--- config.mk ---
export PLATFORM = sky130hd
export DESIGN_NAME = atanh_iter
export DESIGN_NICKNAME = d
export VERILOG_FILES = /design/src/rtl/atanh_iter.sv
export SDC_FILE = /design/constraint.sdc
export NUM_CORES = 1
export LEC_CHECK = 0
export CAP_MARGIN = 5
export CORE_ASPECT_RATIO = 2
export CORE_UTILIZATION = 40
export CTS_BUF_LIST = sky130_fd_sc_hd__clkbuf_2
export DETAILED_ROUTE_END_ITERATION = 10
export SYNTH_ARGS = -nofsm -noshare
export SYNTH_HDL_FRONTEND = slang
export SYNTH_SLANG_ARGS = --single-unit
export TNS_END_PERCENT = 100
--- constraint.sdc ---
create_clock -name clk -period 14.35 [get_ports clk]
set_clock_uncertainty 0.15 [all_clocks]
set_input_delay 2.87 -clock clk [delete_from_list [all_inputs] [get_ports clk]]
set_output_delay 2.87 -clock clk [all_outputs]
set_load 0.005 [all_outputs]
--- src/rtl/atanh_iter.sv ---
// Iterative fixed-point atanh(x) in signed Q2.12 using an odd Taylor series in Horner form.
// A single shared 14x14 multiplier is time-multiplexed by the FSM; one transaction in flight.
module atanh_iter #(
    parameter logic signed [13:0] CLAMP_LIM = 14'sd2048
) (
    input  logic               clk,
    input  logic               rst,
    input  logic signed [13:0] i_x,
    input  logic               i_valid,
    output logic               o_ready,
    output logic signed [13:0] o_fx,
    output logic               o_clamped,
    output logic               o_valid,
    input  logic               i_ready
);

    localparam logic signed [13:0] C9 = 14'sd455;
    localparam logic signed [13:0] C7 = 14'sd585;
    localparam logic signed [13:0] C5 = 14'sd819;
    localparam logic signed [13:0] C3 = 14'sd1365;

    typedef enum logic [2:0] {
        IDLE, SQUARE, HORNER, SCALE, MULX, FINAL, DONE
    } state_t;

    state_t             state_q;
    logic signed [13:0] x_q, x2_q, p_q, fx_q;
    logic [1:0]         cnt_q;
    logic               clamp_q, clamped_q, valid_q;

    logic signed [13:0] x_d;
    logic               clamp_d;
    logic signed [13:0] mul_a, mul_b, mul_res, coef;
    logic signed [27:0] prod;

    // Saturate the input to +/-CLAMP_LIM; the limit itself is not flagged.
    always_comb begin
        x_d     = i_x;
        clamp_d = 1'b0;
        if (i_x > CLAMP_LIM) begin
            x_d     = CLAMP_LIM;
            clamp_d = 1'b1;
        end else if (i_x < -CLAMP_LIM) begin
            x_d     = -CLAMP_LIM;
            clamp_d = 1'b1;
        end
    end

    always_comb begin
        mul_a = p_q;
        mul_b = x2_q;
        case (state_q)
            SQUARE:  begin mul_a = x_q; mul_b = x_q; end
            MULX:    begin mul_a = p_q; mul_b = x_q; end
            default: ;
        endcase
    end

    // Floor-truncating Q2.12 product: keep bits [25:12], drop the rest without saturation.
    assign prod    = mul_a * mul_b;
    assign mul_res = 14'(prod >>> 12);

    always_comb begin
        case (cnt_q)
            2'd0:    coef = C7;
            2'd1:    coef = C5;
            default: coef = C3;
        endcase
    end

    always_ff @(posedge clk) begin
        if (rst) begin
            state_q   <= IDLE;
            x_q       <= '0;
            x2_q      <= '0;
            p_q       <= '0;
            cnt_q     <= '0;
            clamp_q   <= 1'b0;
            fx_q      <= '0;
            clamped_q <= 1'b0;
            valid_q   <= 1'b0;
        end else begin
            case (state_q)
                IDLE: begin
                    if (i_valid) begin
                        x_q     <= x_d;
                        clamp_q <= clamp_d;
                        p_q     <= C9;
                        cnt_q   <= '0;
                        state_q <= SQUARE;
                    end
                end
                SQUARE: begin
                    x2_q    <= mul_res;
                    state_q <= HORNER;
                end
                HORNER: begin
                    p_q   <= mul_res + coef;
                    cnt_q <= cnt_q + 2'd1;
                    if (cnt_q == 2'd2) state_q <= SCALE;
                end
                SCALE: begin
                    p_q     <= mul_res;
                    state_q <= MULX;
                end
                MULX: begin
                    p_q     <= mul_res;
                    state_q <= FINAL;
                end
                FINAL: begin
                    fx_q      <= p_q + x_q;
                    clamped_q <= clamp_q;
                    valid_q   <= 1'b1;
                    state_q   <= DONE;
                end
                DONE: begin
                    if (i_ready) begin
                        valid_q <= 1'b0;
                        state_q <= IDLE;
                    end
                end
                default: state_q <= IDLE;
            endcase
        end
    end

    assign o_ready   = (state_q == IDLE);
    assign o_fx      = fx_q;
    assign o_clamped = clamped_q;
    assign o_valid   = valid_q;

endmodule

* Yosys cells after proc, flatten, opt, wreduce, memory -nomap -nowiden *
Cells that the tools add are included.

word-level totals
  bits in registers = 64
  bits of input ports = 18
  output and inout bits = 17
  logic and storage cells = 55

operators by class
  add/subtract/negate cells = 3
  multipliers = 1
  $lt $le $gt $ge = 2
  equality and inequality tests = 11
  mux-type cells = 17
  reductions and logical operators = 12

operators by type and width
  cell                                                                     count
  14-bit 2-to-1 mux                                                        5
  14-bit one-hot mux with 3 select lines                                   1
  14-bit adder                                                             2
  14-bit by 14-bit multiplier with 26-bit output                           1
  11-bit one-hot mux with 2 select lines                                   1
  3-bit one-hot mux with 7 select lines                                    1
  14-bit by 13-bit > comparator with 1-bit output (second input constant)  1
  14-bit by 12-bit < comparator with 1-bit output (second input constant)  1
  3-bit == test (second input constant)                                    3
  3-bit 2-to-1 mux                                                         3
  2-bit AND reduction                                                      4
  3-bit by 2-bit == test with 1-bit output (second input constant)         2
  2-bit inequality test (second input constant)                            3
  2-bit one-hot mux with 2 select lines                                    1
  2-bit nonzero test                                                       2
  2-bit OR reduction                                                       2
  3-bit by 1-bit == test with 1-bit output (second input constant)         1
  3-bit zero test                                                          1
  1-bit 2-to-1 mux                                                         3
  3-bit AND reduction                                                      1
  3-bit nonzero test                                                       1
  2-bit by 1-bit adder with 2-bit output (second input constant)           1
  2-bit by 1-bit == test with 1-bit output (second input constant)         1
  2-bit == test (second input constant)                                    1
  other kinds (3)                                                          3

* Longest topological paths before layout *
  word-level depth = 6
  depth in mapped cells = 39
  mapped depth without buffers = 35

* Least setup slack after synthesis *
No wires, ideal clock.

  path kind = register -> register
  start point = register state_q[0]
  end point = register p_q[13]
  library setup time = 0.120 ns
  data arrival time = 8.848 ns
  data required time = 14.080 ns
  slack = 5.232 ns
  stages on the path, launching flop included = 37
  buffers on the path = 4
  clock period less this slack = 9.118 ns
  path through = dfxtp_1 -> buf_4 -> or3b_1 -> buf_2 -> clkbuf_1 -> clkbuf_1 -> mux2i_1 -> nor2_1 -> fa_1 -> inv_1 -> fa_1 -> inv_1 -> fa_1 -> inv_1 -> fa_1 -> inv_1 -> fa_1 -> fa_1 -> ha_1 -> a21oi_1 -> nand2_1 -> o21ai_0 -> o211ai_4 -> and2_1 -> a21oi_1 -> xnor2_1 -> ha_1 -> inv_1 -> o21ai_0 -> a21o_1 -> a21o_1 -> a21o_1 -> a41o_1 -> a31o_1 -> a221o_1 -> and4_1 -> a211o_1

between the ends
  word-level cells in the longest chain between the ends = 6
  elaborated cells between the ends (all ways) = 15
  those cells by class = add/sub: 1; mul: 1; eq/ne: 5; mux: 3; reduce/logical: 5

RTL lines
  element                                                                           RTL line  source
  from (decl)                                                                       26        state_t state_q;
  from (signal assigned)                                                            73        state_q <= IDLE;
  from (signal assigned)                                                            90        state_q <= SQUARE;
  from (signal assigned)                                                            95        state_q <= HORNER;
  3-bit == test / 3-bit by 1-bit == test with 1-bit output (equally long branches)  52        case (state_q)
  2-bit OR reduction (no line)                                                      -
  14-bit 2-to-1 mux                                                                 52
  14-bit by 14-bit multiplier with 26-bit output (*)                                60        assign prod = mul_a * mul_b;
  named net prod[15]                                                                34        logic signed [27:0] prod;
  14-bit adder (*)                                                                  98        p_q <= mul_res + coef;
  14-bit one-hot mux with 3 select lines (*)                                        83        case (state_q)
  to (signal assigned)                                                              98
  to (signal assigned)                                                              103       p_q <= mul_res;
  to (signal assigned)                                                              107       p_q <= mul_res;
  to (decl)                                                                         27        logic signed [13:0] x_q, x2_q, p_q, fx_q;

The timed path passes the listed nets; every way through them passes the cells marked *.
A chain may end at the register's enable or synchronous reset.

* Final worst setup path *
  start point = register state_q[2]
  end point = register p_q[13]

Same word-level chain as after synthesis.

==> flow_summary.ini <==
[global_routing]
grt_antenna_before_repair = 1
grt_usage_pct = 24.9
overflow = 0
grt_pass1_vias = 9354
grt_max_degree = 71
grt_pass1_wl_mm = 51.7

[route]
wl_met2_mm = 18.4
avgViaCountPerCell = 5.36
dr_total_vias = 8840
met3_length_mm = 1.03
wl_met1_mm = 11.4
routed_wl_mm = 33.1
ant_nets = 0
drc = 0
top_layer = met4
drt_iter0_drc = 468
first_pass_iters = 6
wire_per_inst_microns = 20.1

[yosys]
synthesis.area_sq_um = 10800
yosys.area_share.xor_xnor_pct = 4.47
ys_types = 67
synth_flop_cell = dfxtp_1
synthCells = 1272
yosysTopAreaCellShare_pct = 34.1
synth-edff-count = 0
synth_top_family_by_area = adder cells
synth_seq_area_share_pct = 11.9
synth.area.top_cells = fa_1 34%, dfxtp_1 12%, ha_1 10%
yosys_warnings = 0
synth-simple-area-share_pct = 16.5
synth.avg_cell_area_sq_um = 8.50
syn_nets = 1561
ys_async_sr_fraction_pct = 0
synth.most_common_cell = inv_1
synth_common_cells = 218 x inv_1, 184 x fa_1, 174 x nand2_1, 166 x nor2_1, 87 x ha_1
synth_compound_area_share_pct = 10.4
yosysTopAreaCell = fa_1
ys_ff_latch = 64
muxShareOfSynthArea_pct = 3.58
synthAdderAreaFrac_pct = 44.1

[power]
power_density_nw_per_um2 = 52.3
irDropWorstVdd_mv = 0.0458
p_leak_nw = 5.62

[outcome]
outcome = finished, final reports clean

[floorplan]
die_x_microns = 118
start_util_pct = 41.0
num_rows = 84
core_sq_um = 26400
ios = 35
die_area_sq_um = 27700
die_h_microns = 235

[clock_network]
tritoncts = done
post_cts.repair.setup_buffers = 0
numCtsBuffers = 9
clk_latency_ps = 550
cts.sinks = 64
clk_path_buf_depth = 2
cts_resized = 0
path_clk_slew_ps = 240
root_buffer = clkbuf_2
cts_hold_buffers = 0
htreeDepth = 3

[worst_hold_path]
worstHoldPathType = flop to flop

[timing]
finalMaxSlewViolations = 0
final-hold-violation-count = 0
setup_viol = 0
fin_setup_tns_ps = 0
finalWorstSetupSlack_ps = 4500
rsz0062_at_grt = no
fmax_mhz = 102
min_period_ps = 9850
timing.final.crit_share_pct = 68.6
worst_pin_slew_ps = 1240
slew_headroom_pct = 15.3

[placement]
hpwl_mm = 27.2
post_dp_cell_area_sq_um = 11600
dpl_worst_slack_ps = 4730
placedCellCount = 1632
io_buffers = 34
gp_congestion = 0.948

[final_layout]
drive_above_1_share_pct = 4.60
area_growth_syn_to_layout_pct = 8.40
utilization_pct = 44.4
final_nets = 1588
final_area_sq_um = 11700
stdcell_count = 1649
nFillCells = 2629

[worst_setup_path]
timing.reg2reg.setup_slack_ps = 4500
cp.required_ps = 14690
cp_data_arrival_time_ps = 10190
crit_path_end_kind = flop
critPathLaunchType = flop
critPathKind = flop to flop
crit_path_max_fanout = 23

[run]
cap_violations = 0
per-stage QoR:
step,hold slack (ps),total power [mW]
after floorplan,282,0.380
after global routing,335,0.647
final,318,0.613
after detailed placement,298,0.478
after CTS,323,0.616
after global placement,291,0.476
cells in the final DEF (no fill, tap or decap), types with 14 or more instances in the layout:
master and n:
a21oi_1 56, buf_4 20, clkdlybuf4s50_1 33, dfxtp_1 64, fa_1 184, ha_1 87, inv_1 218, mux2i_1 27
nand2_1 174, nand2b_1 14, nor2_1 165, nor3_1 19, o21ai_0 20, xnor2_1 33, xor2_1 17
routing by layer:
metal,GRT usage (%),vias up
li1,-,4082
met1,25.4,4433
met2,48.7,228
met3,1.96,97
met4,15.7,0
met5,0,-
cell type report:
| class | instances | area [sq um] | area share [%] |
|---|---|---|---|
| multi-input combinational | 950 | 8550 | 73.0 |
| sequential | 64 | 1280 | 10.9 |
| inverter | 220 | 826 | 7.05 |
| timing repair buffer | 54 | 485 | 4.14 |
| tap | 344 | 430 | 3.67 |
| clock inverter | 7 | 95.1 | 0.811 |
| clock buffer | 9 | 45.0 | 0.384 |
| antenna | 1 | 2.50 | 0.0214 |
cells by family (layout without fill, tap and decap cells):
kind of cell               after synthesis  in the layout
AOI/OAI and AO/OA                      166            166
DFF                                     64             64
xor gates and xnor gates                52             52
adders and majority gates              271            271
muxes                                   37             37
buffers and inverters                  258            290
and+or+nand+nor                        424            424
other                                    0              1
worst max-delay path, cell delays in order, from the launching register on:
cell and delay (ps):
dfxtp_1 680, nand2b_1 190, a21oi_2 160, buf_4 350, mux2i_1 1050, nor2_1 340, fa_1 630, fa_1 440
fa_1 520, fa_1 440, fa_1 550, fa_1 430, ha_1 410, a222oi_1 390, nand2_1 140, a211oi_1 320
o41ai_1 240, nand2_1 120, xnor2_1 170, ha_1 330, a21o_1 170, a21o_1 170, a41o_1 230, a31o_1 250
a221o_1 410, a2111oi_2 330, a211o_1 140
registers in the layout, summed over array words and instances (netlist names):
name and cells:
o_fx 14, p_q 14, x2_q 14, x_q 14, state_q 3, cnt_q 2, clamp_q 1, o_clamped 1
o_valid 1
final timing paths:
path | depth (start not counted) | to | from
setup / recovery | 26 | p_q[13] | state_q[2]
hold / removal | 2 | o_fx[8] | o_fx[8]
setup reg to reg | 26 | p_q[13] | state_q[2]
hold reg to reg | 2 | o_fx[8] | o_fx[8]
report_power, final:
| group | switching (mW) | internal [mW] |
|---|---|---|
| Sequential | 0.0170 | 0.187 |
| Combinational | 0.175 | 0.0980 |
| Clock | 0.0779 | 0.0581 |
Power figures use the tool's default switching activity.
